<file path="src/rtl/axi_lite_slave_regs.sv">
// AXI4-Lite responder for a bank of 32-bit registers. The write and read paths are independent.
// Writes use byte strobes. Unimplemented word indices get SLVERR. All registers are also driven out in parallel.

module axi_lite_slave_regs #(
  parameter int C_S_AXI_DATA_WIDTH = 32,
  parameter int C_S_AXI_ADDR_WIDTH = 4,
  parameter int NUM_REGS           = 4
) (
  input  logic                                   ACLK,
  input  logic                                   ARESETN,
  input  logic [C_S_AXI_ADDR_WIDTH-1:0]          S_AXI_AWADDR,
  input  logic [2:0]                             S_AXI_AWPROT,
  input  logic                                   S_AXI_AWVALID,
  output logic                                   S_AXI_AWREADY,
  input  logic [C_S_AXI_DATA_WIDTH-1:0]          S_AXI_WDATA,
  input  logic [C_S_AXI_DATA_WIDTH/8-1:0]        S_AXI_WSTRB,
  input  logic                                   S_AXI_WVALID,
  output logic                                   S_AXI_WREADY,
  output logic [1:0]                             S_AXI_BRESP,
  output logic                                   S_AXI_BVALID,
  input  logic                                   S_AXI_BREADY,
  input  logic [C_S_AXI_ADDR_WIDTH-1:0]          S_AXI_ARADDR,
  input  logic [2:0]                             S_AXI_ARPROT,
  input  logic                                   S_AXI_ARVALID,
  output logic                                   S_AXI_ARREADY,
  output logic [C_S_AXI_DATA_WIDTH-1:0]          S_AXI_RDATA,
  output logic [1:0]                             S_AXI_RRESP,
  output logic                                   S_AXI_RVALID,
  input  logic                                   S_AXI_RREADY,
  output logic [NUM_REGS*C_S_AXI_DATA_WIDTH-1:0] REGS_OUT
);

  localparam int DW    = C_S_AXI_DATA_WIDTH;
  localparam int SW    = C_S_AXI_DATA_WIDTH / 8;
  localparam int IDX_W = C_S_AXI_ADDR_WIDTH - 2;

  localparam logic [1:0] RESP_OKAY   = 2'b00;
  localparam logic [1:0] RESP_SLVERR = 2'b10;

  typedef enum logic {WR_IDLE = 1'b0, WR_RESP = 1'b1} wr_state_t;
  typedef enum logic {RD_IDLE = 1'b0, RD_RESP = 1'b1} rd_state_t;

  function automatic logic [DW-1:0] f_merge(input logic [DW-1:0] old_v,
                                            input logic [DW-1:0] new_v,
                                            input logic [SW-1:0] strb);
    logic [DW-1:0] res;
    res = old_v;
    for (int b = 0; b < SW; b++) begin
      if (strb[b]) res[8*b +: 8] = new_v[8*b +: 8];
      else         res[8*b +: 8] = old_v[8*b +: 8];
    end
    return res;
  endfunction

  function automatic logic f_in_range(input logic [IDX_W-1:0] idx);
    return (32'(idx) < 32'(NUM_REGS));
  endfunction

  // Register bank, write path and read path state
  logic [NUM_REGS-1:0][DW-1:0] r_regs;

  wr_state_t        r_wr_state, w_wr_state_nxt;
  logic             r_aw_held, w_aw_held_nxt;
  logic             r_w_held, w_w_held_nxt;
  logic [IDX_W-1:0] r_awidx, w_awidx_nxt;
  logic [DW-1:0]    r_wdata, w_wdata_nxt;
  logic [SW-1:0]    r_wstrb, w_wstrb_nxt;
  logic             r_awready, w_awready_nxt;
  logic             r_wready, w_wready_nxt;
  logic             r_bvalid, w_bvalid_nxt;
  logic [1:0]       r_bresp, w_bresp_nxt;
  logic             w_commit;

  rd_state_t        r_rd_state, w_rd_state_nxt;
  logic             r_arready, w_arready_nxt;
  logic             r_rvalid, w_rvalid_nxt;
  logic [DW-1:0]    r_rdata, w_rdata_nxt;
  logic [1:0]       r_rresp, w_rresp_nxt;

  logic             w_aw_hs, w_w_hs, w_b_hs, w_ar_hs, w_r_hs;
  logic             w_wr_in_range, w_rd_in_range;
  logic [IDX_W-1:0] w_rd_idx;
  logic [DW-1:0]    w_rd_word;
  logic             w_unused_ok;

  assign w_aw_hs       = S_AXI_AWVALID & r_awready;
  assign w_w_hs        = S_AXI_WVALID & r_wready;
  assign w_b_hs        = r_bvalid & S_AXI_BREADY;
  assign w_ar_hs       = S_AXI_ARVALID & r_arready;
  assign w_r_hs        = r_rvalid & S_AXI_RREADY;
  assign w_wr_in_range = f_in_range(r_awidx);
  assign w_rd_idx      = S_AXI_ARADDR[C_S_AXI_ADDR_WIDTH-1:2];
  assign w_rd_in_range = f_in_range(w_rd_idx);

  // Protection bits and byte offsets carry no meaning for a word-wide register bank
  assign w_unused_ok = ^{S_AXI_AWPROT, S_AXI_ARPROT, S_AXI_AWADDR[1:0], S_AXI_ARADDR[1:0]};

  // Write FSM state register
  always_ff @(posedge ACLK or negedge ARESETN) begin
    if (!ARESETN) r_wr_state <= WR_IDLE;
    else          r_wr_state <= w_wr_state_nxt;
  end

  // Write FSM next state: commit once both halves are held, then wait for B handshake
  always_comb begin
    w_wr_state_nxt = r_wr_state;
    case (r_wr_state)
      WR_IDLE: begin
        if (r_aw_held && r_w_held) w_wr_state_nxt = WR_RESP;
        else                       w_wr_state_nxt = WR_IDLE;
      end
      WR_RESP: begin
        if (w_b_hs) w_wr_state_nxt = WR_IDLE;
        else        w_wr_state_nxt = WR_RESP;
      end
      default: w_wr_state_nxt = WR_IDLE;
    endcase
  end

  // Write FSM outputs: next values of the held beat, READYs and the B channel
  always_comb begin
    w_aw_held_nxt = r_aw_held;
    w_w_held_nxt  = r_w_held;
    w_awidx_nxt   = r_awidx;
    w_wdata_nxt   = r_wdata;
    w_wstrb_nxt   = r_wstrb;
    w_awready_nxt = r_awready;
    w_wready_nxt  = r_wready;
    w_bvalid_nxt  = r_bvalid;
    w_bresp_nxt   = r_bresp;
    w_commit      = 1'b0;
    case (r_wr_state)
      WR_IDLE: begin
        if (w_aw_hs) begin
          w_aw_held_nxt = 1'b1;
          w_awidx_nxt   = S_AXI_AWADDR[C_S_AXI_ADDR_WIDTH-1:2];
        end else begin
          w_aw_held_nxt = r_aw_held;
          w_awidx_nxt   = r_awidx;
        end
        if (w_w_hs) begin
          w_w_held_nxt = 1'b1;
          w_wdata_nxt  = S_AXI_WDATA;
          w_wstrb_nxt  = S_AXI_WSTRB;
        end else begin
          w_w_held_nxt = r_w_held;
          w_wdata_nxt  = r_wdata;
          w_wstrb_nxt  = r_wstrb;
        end
        if (r_aw_held && r_w_held) begin
          w_commit     = 1'b1;
          w_bvalid_nxt = 1'b1;
          w_bresp_nxt  = w_wr_in_range ? RESP_OKAY : RESP_SLVERR;
        end else begin
          w_commit     = 1'b0;
          w_bvalid_nxt = 1'b0;
          w_bresp_nxt  = r_bresp;
        end
        // READY also rises here on the first edge after reset, when nothing is held
        w_awready_nxt = ~w_aw_held_nxt;
        w_wready_nxt  = ~w_w_held_nxt;
      end
      WR_RESP: begin
        if (w_b_hs) begin
          w_bvalid_nxt  = 1'b0;
          w_aw_held_nxt = 1'b0;
          w_w_held_nxt  = 1'b0;
          w_awready_nxt = 1'b1;
          w_wready_nxt  = 1'b1;
        end else begin
          w_bvalid_nxt  = r_bvalid;
          w_awready_nxt = 1'b0;
          w_wready_nxt  = 1'b0;
        end
      end
      default: begin
        w_aw_held_nxt = 1'b0;
        w_w_held_nxt  = 1'b0;
        w_awready_nxt = 1'b0;
        w_wready_nxt  = 1'b0;
        w_bvalid_nxt  = 1'b0;
        w_bresp_nxt   = RESP_OKAY;
      end
    endcase
  end

  // Write path registers
  always_ff @(posedge ACLK or negedge ARESETN) begin
    if (!ARESETN) begin
      r_aw_held <= 1'b0;
      r_w_held  <= 1'b0;
      r_awidx   <= '0;
      r_wdata   <= '0;
      r_wstrb   <= '0;
      r_awready <= 1'b0;
      r_wready  <= 1'b0;
      r_bvalid  <= 1'b0;
      r_bresp   <= RESP_OKAY;
    end else begin
      r_aw_held <= w_aw_held_nxt;
      r_w_held  <= w_w_held_nxt;
      r_awidx   <= w_awidx_nxt;
      r_wdata   <= w_wdata_nxt;
      r_wstrb   <= w_wstrb_nxt;
      r_awready <= w_awready_nxt;
      r_wready  <= w_wready_nxt;
      r_bvalid  <= w_bvalid_nxt;
      r_bresp   <= w_bresp_nxt;
    end
  end

  // Register bank: an out-of-range index matches no entry, so nothing changes
  always_ff @(posedge ACLK or negedge ARESETN) begin
    if (!ARESETN) begin
      r_regs <= '0;
    end else begin
      for (int i = 0; i < NUM_REGS; i++) begin
        if (w_commit && (r_awidx == IDX_W'(i))) r_regs[i] <= f_merge(r_regs[i], r_wdata, r_wstrb);
        else                                    r_regs[i] <= r_regs[i];
      end
    end
  end

  // Read mux sees the pre-commit bank, so a same-edge read returns the old value
  always_comb begin
    w_rd_word = '0;
    for (int i = 0; i < NUM_REGS; i++) begin
      if (w_rd_idx == IDX_W'(i)) w_rd_word = r_regs[i];
      else                       w_rd_word = w_rd_word;
    end
  end

  // Read FSM state register
  always_ff @(posedge ACLK or negedge ARESETN) begin
    if (!ARESETN) r_rd_state <= RD_IDLE;
    else          r_rd_state <= w_rd_state_nxt;
  end

  // Read FSM next state
  always_comb begin
    w_rd_state_nxt = r_rd_state;
    case (r_rd_state)
      RD_IDLE: begin
        if (w_ar_hs) w_rd_state_nxt = RD_RESP;
        else         w_rd_state_nxt = RD_IDLE;
      end
      RD_RESP: begin
        if (w_r_hs) w_rd_state_nxt = RD_IDLE;
        else        w_rd_state_nxt = RD_RESP;
      end
      default: w_rd_state_nxt = RD_IDLE;
    endcase
  end

  // Read FSM outputs: next values of ARREADY and the R channel
  always_comb begin
    w_arready_nxt = r_arready;
    w_rvalid_nxt  = r_rvalid;
    w_rdata_nxt   = r_rdata;
    w_rresp_nxt   = r_rresp;
    case (r_rd_state)
      RD_IDLE: begin
        if (w_ar_hs) begin
          w_arready_nxt = 1'b0;
          w_rvalid_nxt  = 1'b1;
          w_rdata_nxt   = w_rd_in_range ? w_rd_word : '0;
          w_rresp_nxt   = w_rd_in_range ? RESP_OKAY : RESP_SLVERR;
        end else begin
          w_arready_nxt = 1'b1;
          w_rvalid_nxt  = 1'b0;
        end
      end
      RD_RESP: begin
        if (w_r_hs) begin
          w_arready_nxt = 1'b1;
          w_rvalid_nxt  = 1'b0;
        end else begin
          w_arready_nxt = 1'b0;
          w_rvalid_nxt  = r_rvalid;
        end
      end
      default: begin
        w_arready_nxt = 1'b0;
        w_rvalid_nxt  = 1'b0;
        w_rdata_nxt   = '0;
        w_rresp_nxt   = RESP_OKAY;
      end
    endcase
  end

  // Read path registers
  always_ff @(posedge ACLK or negedge ARESETN) begin
    if (!ARESETN) begin
      r_arready <= 1'b0;
      r_rvalid  <= 1'b0;
      r_rdata   <= '0;
      r_rresp   <= RESP_OKAY;
    end else begin
      r_arready <= w_arready_nxt;
      r_rvalid  <= w_rvalid_nxt;
      r_rdata   <= w_rdata_nxt;
      r_rresp   <= w_rresp_nxt;
    end
  end

  assign S_AXI_AWREADY = r_awready;
  assign S_AXI_WREADY  = r_wready;
  assign S_AXI_BVALID  = r_bvalid;
  assign S_AXI_BRESP   = r_bresp;
  assign S_AXI_ARREADY = r_arready;
  assign S_AXI_RVALID  = r_rvalid;
  assign S_AXI_RDATA   = r_rdata;
  assign S_AXI_RRESP   = r_rresp;
  assign REGS_OUT      = r_regs;

endmodule

</file>
<file path="config.mk">
export PLATFORM = sky130hd
export DESIGN_NAME = axi_lite_slave_regs
export DESIGN_NICKNAME = d
export VERILOG_FILES = /design/src/rtl/axi_lite_slave_regs.sv
export SDC_FILE = /design/constraint.sdc
export NUM_CORES = 1
export LEC_CHECK = 0
export CAP_MARGIN = 20
export CORE_AREA = 10 10 210 113
export CTS_BUF_LIST = sky130_fd_sc_hd__clkbuf_8 sky130_fd_sc_hd__clkbuf_16
export CTS_CLUSTER_SIZE = 30
export DETAILED_ROUTE_END_ITERATION = 10
export DIE_AREA = 0 0 220 123
export PLACE_DENSITY = 0.84
export SYNTH_ARGS = -nofsm -noshare
export SYNTH_HDL_FRONTEND = slang
export SYNTH_SLANG_ARGS = --single-unit
</file>
<file path="constraint.sdc">
create_clock -name ACLK -period 1.6 [get_ports ACLK]
set_input_delay 0.32 -clock ACLK [delete_from_list [all_inputs] [get_ports ACLK]]
set_output_delay 0.32 -clock ACLK [all_outputs]
set_load 0.02 [all_outputs]
</file>
==> results.md <==
* R2r startpoint: r_wr_state
* Multi-input gate area at 0.00340 mm2
* Final TNS setup at 0 ps
* Unrepaired setup endpoints after global routing: false
* Crit. End Element: output port
* Crit-path max FO at 3
* Power per cell area at 1810 mW/mm2
* HP Class: input port to asynchronous set/reset pin
* Reg2Reg Depth at 4
* Seq/Total Area, Yosys at 0.595
* Achievable frequency at 640 MHz
* Synth cell types at 28
* Clock network power share at 0.206
* Total of fill cells in the finished design at 1651
* Setup slack, reg-to-reg at 60 ps
* CP bufs+invs at 1
* Die W at 220 um
* Commonest non-fill, non-tap cell in the layout: dfrtp_1
* Ports at 226
* Psw at 8.13 mW
* Leak Pwr at 5.99 nW
* First-pass GRT wire length at 38.1 mm
* Share of layout cells above drive strength 1 at 0.313
* Sw frac at 0.376
* Largest delay share family, worst path: flip-flops
* Status: finished, final reports clean
* Post-layout nets at 885
* DRT antenna net count at 0
* Root Buffer Master: clkbuf_16
* CTS Sinks at 207
* Grt ovf at 0
* Clk Latency, worst-skew pair at 490 ps
* WHS at 299 ps
* CP max stage delay at 390 ps
* Placeable core area at 0.0201 mm2
* Crit start category: flop
* Number of port buffers at 211
* Max rail drop VDD at 0.878 mV
* 1st-iter DRT viols at 366
* Final Slew Violations at 0
* Average routed wire per standard cell at 22.5 um
* Antenna Cells at 0
* Final routed DRC violation total at 0
* Syn_area_per_cell at 15.0 um2
* Crit path time final at 1560 ps
* Largest net degree at the start of global routing at 47
* Via count at 5878
* Clk slew on worst S/H paths at 60 ps
* Synthesized instance count at 581
* H-tree Lvls at 1
* CP cell instances: dlygate4sd2_1
* Die area at 0.0271 mm2
* Commonest non-fill, non-tap cells in the layout: dfrtp_1 (203), mux2_2 (157), dlygate4sd2_1 (113), mux2i_1 (64), clkdlybuf4s50_1 (44)
* Synth-to-layout area growth at 37.4%
* Antenna violations before repair at 0
* Die Ht at 123 um
* CTS tree: done
* Number of global-route vias before repair at 6230
* Ys Warns at 0
* Final Wtd Congestion at 0.791
* Comb pwr share at 0.373
* Max Buffers Root-to-Sink at 3
* Post-detail-place hpwl at 17.9 mm
* Critical path type: flop to output port
* Max Cap Viol at 0
* Required time of the critical path at 1280 ps
* Cell Int Power at 13.5 mW
* Final setup viols at 0
* Yosys reg bits at 207
* GRT Util Overall at 0.180
* Endpoints failing hold at 0
* Vias per std cell at 5.28
* Slowest cell on the critical path: dfrtp_1
* Fin crit share at 0.977
* Rows at 37
* Register area at 0.00518 mm2
* Sequential power share at 0.421
* Pre-antenna DRT Iters at 4
* FF-to-FF End: REGS_OUT[75]
* Syn Std Cell Area at 0.00871 mm2
* CTS Buf Count at 19
* WL final at 25.0 mm
* WP data arrival at 1240 ps
* Starting density of the core at 0.433
* Clock Skew at 5.70 ps
[per-layer routing]
metal | GRT usage | vias to the layer above | part of all wire
met3 | 0.0583 | 22 | 0.095
met2 | 0.284 | 194 | 0.45
met4 | 0.0281 | 0 | 0.011
met5 | 0 | - | 0
met1 | 0.243 | 3037 | 0.44
li1 | - | 2625 | -
[cell families (layout without fill, tap and decap cells)]
kind of cell,count (synthesis),count (layout),synth area share
compound gates,37,37,0.0359
buf+inv,28,284,0.0180
flops,207,207,0.595
mux,230,230,0.288
other cells,1,4,0.000431
simple gates,78,78,0.0624
[registers in the layout, indices dropped and copies added (netlist names)]
| signal | cells |
|---|---|
| r_wdata | 32 |
| S_AXI_WREADY | 1 |
| S_AXI_RDATA | 32 |
| r_wr_state | 1 |
| r_rd_state | 1 |
| r_w_held | 1 |
| S_AXI_AWREADY | 1 |
| S_AXI_ARREADY | 1 |
| r_awidx | 2 |
| S_AXI_RVALID | 1 |
| REGS_OUT | 128 |
| r_aw_held | 1 |
| S_AXI_BVALID | 1 |
| r_wstrb | 4 |
[cells in the mapped netlist]
| master | count | share of area |
|---|---|---|
| dfrtp_1 | 207 | 0.59 |
| nand3_4 | 8 | 0.016 |
| buf_6 | 1 | 0.0013 |
| nor2_4 | 8 | 0.010 |
| nand4b_1 | 1 | 0.0010 |
| mux2_1 | 9 | 0.012 |
| nor2_8 | 1 | 0.0023 |
| buf_4 | 9 | 0.0078 |
| inv_1 | 1 | 0.00043 |
| conb_1 | 1 | 0.00043 |
| nand3b_2 | 1 | 0.0013 |
| a211o_1 | 1 | 0.0010 |
| clkbuf_1 | 9 | 0.0039 |
| nand3_2 | 1 | 0.0011 |
| a21boi_0 | 1 | 0.00086 |
| nand3b_1 | 8 | 0.0069 |
| nand3_1 | 2 | 0.0011 |
| o22ai_1 | 1 | 0.00072 |
| and3b_1 | 1 | 0.0010 |
| mux2i_1 | 64 | 0.074 |
| and3_1 | 1 | 0.00072 |
| nand2_1 | 43 | 0.019 |
| o221ai_1 | 32 | 0.032 |
| buf_2 | 8 | 0.0046 |
| mux2_2 | 157 | 0.20 |
| o21ai_0 | 2 | 0.0011 |
| nor2_1 | 1 | 0.00043 |
| and2_1 | 2 | 0.0014 |
[how the worst max path moves through the flow]
| stage | startpoint | to | cells after the start |
|---|---|---|---|
| after global placement | S_AXI_WVALID | r_wdata[15] | 4 |
| after CTS | REGS_OUT[12] | REGS_OUT[12] | 1 |
| final | REGS_OUT[121] | REGS_OUT[121] | 1 |
| after floorplan | r_wr_state | REGS_OUT[100] | 4 |
| after detailed placement | S_AXI_WVALID | r_wdata[8] | 4 |
| after global routing | REGS_OUT[82] | REGS_OUT[82] | 1 |
[through the flow]
step	power (mW)	instances	util	worst slack [ps]	area (um2)
after floorplan	13.4	584	-	65.4	8720
final	21.6	1113	0.595	36.9	12000
after CTS	21.7	1109	0.593	0.0603	11900
after global routing	22.8	1113	0.595	0.293	12000
after global placement	17.8	1075	0.572	-33.7	11500
after detailed placement	18.1	1075	0.572	-61.0	11500
[power by group through the flow]
stage	combinational (mW)	clock, mW	sequential, mW
6_report	8.06	4.45	9.11
3_5_place_dp	8.97	0	9.16
2_1_floorplan	2.98	0	10.4
4_1_cts	8.05	4.56	9.05
5_1_grt	8.62	4.79	9.41
3_3_place_gp	8.77	0	9.04
[timing repair]
item                       4_1_cts  5_1_grt
setup endpoints to repair      236      126
hold endpoints to repair        25        0
buffers inserted                 0        4
hold buffers                     1        0
gates cloned                     0        0
gates resized for setup        178       60
pin swaps                        0        2
[layout make-up]
class | instances | share of cell area
flip-flops and latches | 207 | 0.433
multi-input cells | 349 | 0.284
repair buffers | 250 | 0.203
clock buffers | 23 | 0.0443
well taps | 273 | 0.0286
clock inverters | 10 | 0.00596
inverters | 1 | 0.000314
Note: power is estimated with default switching activity, not from simulation.
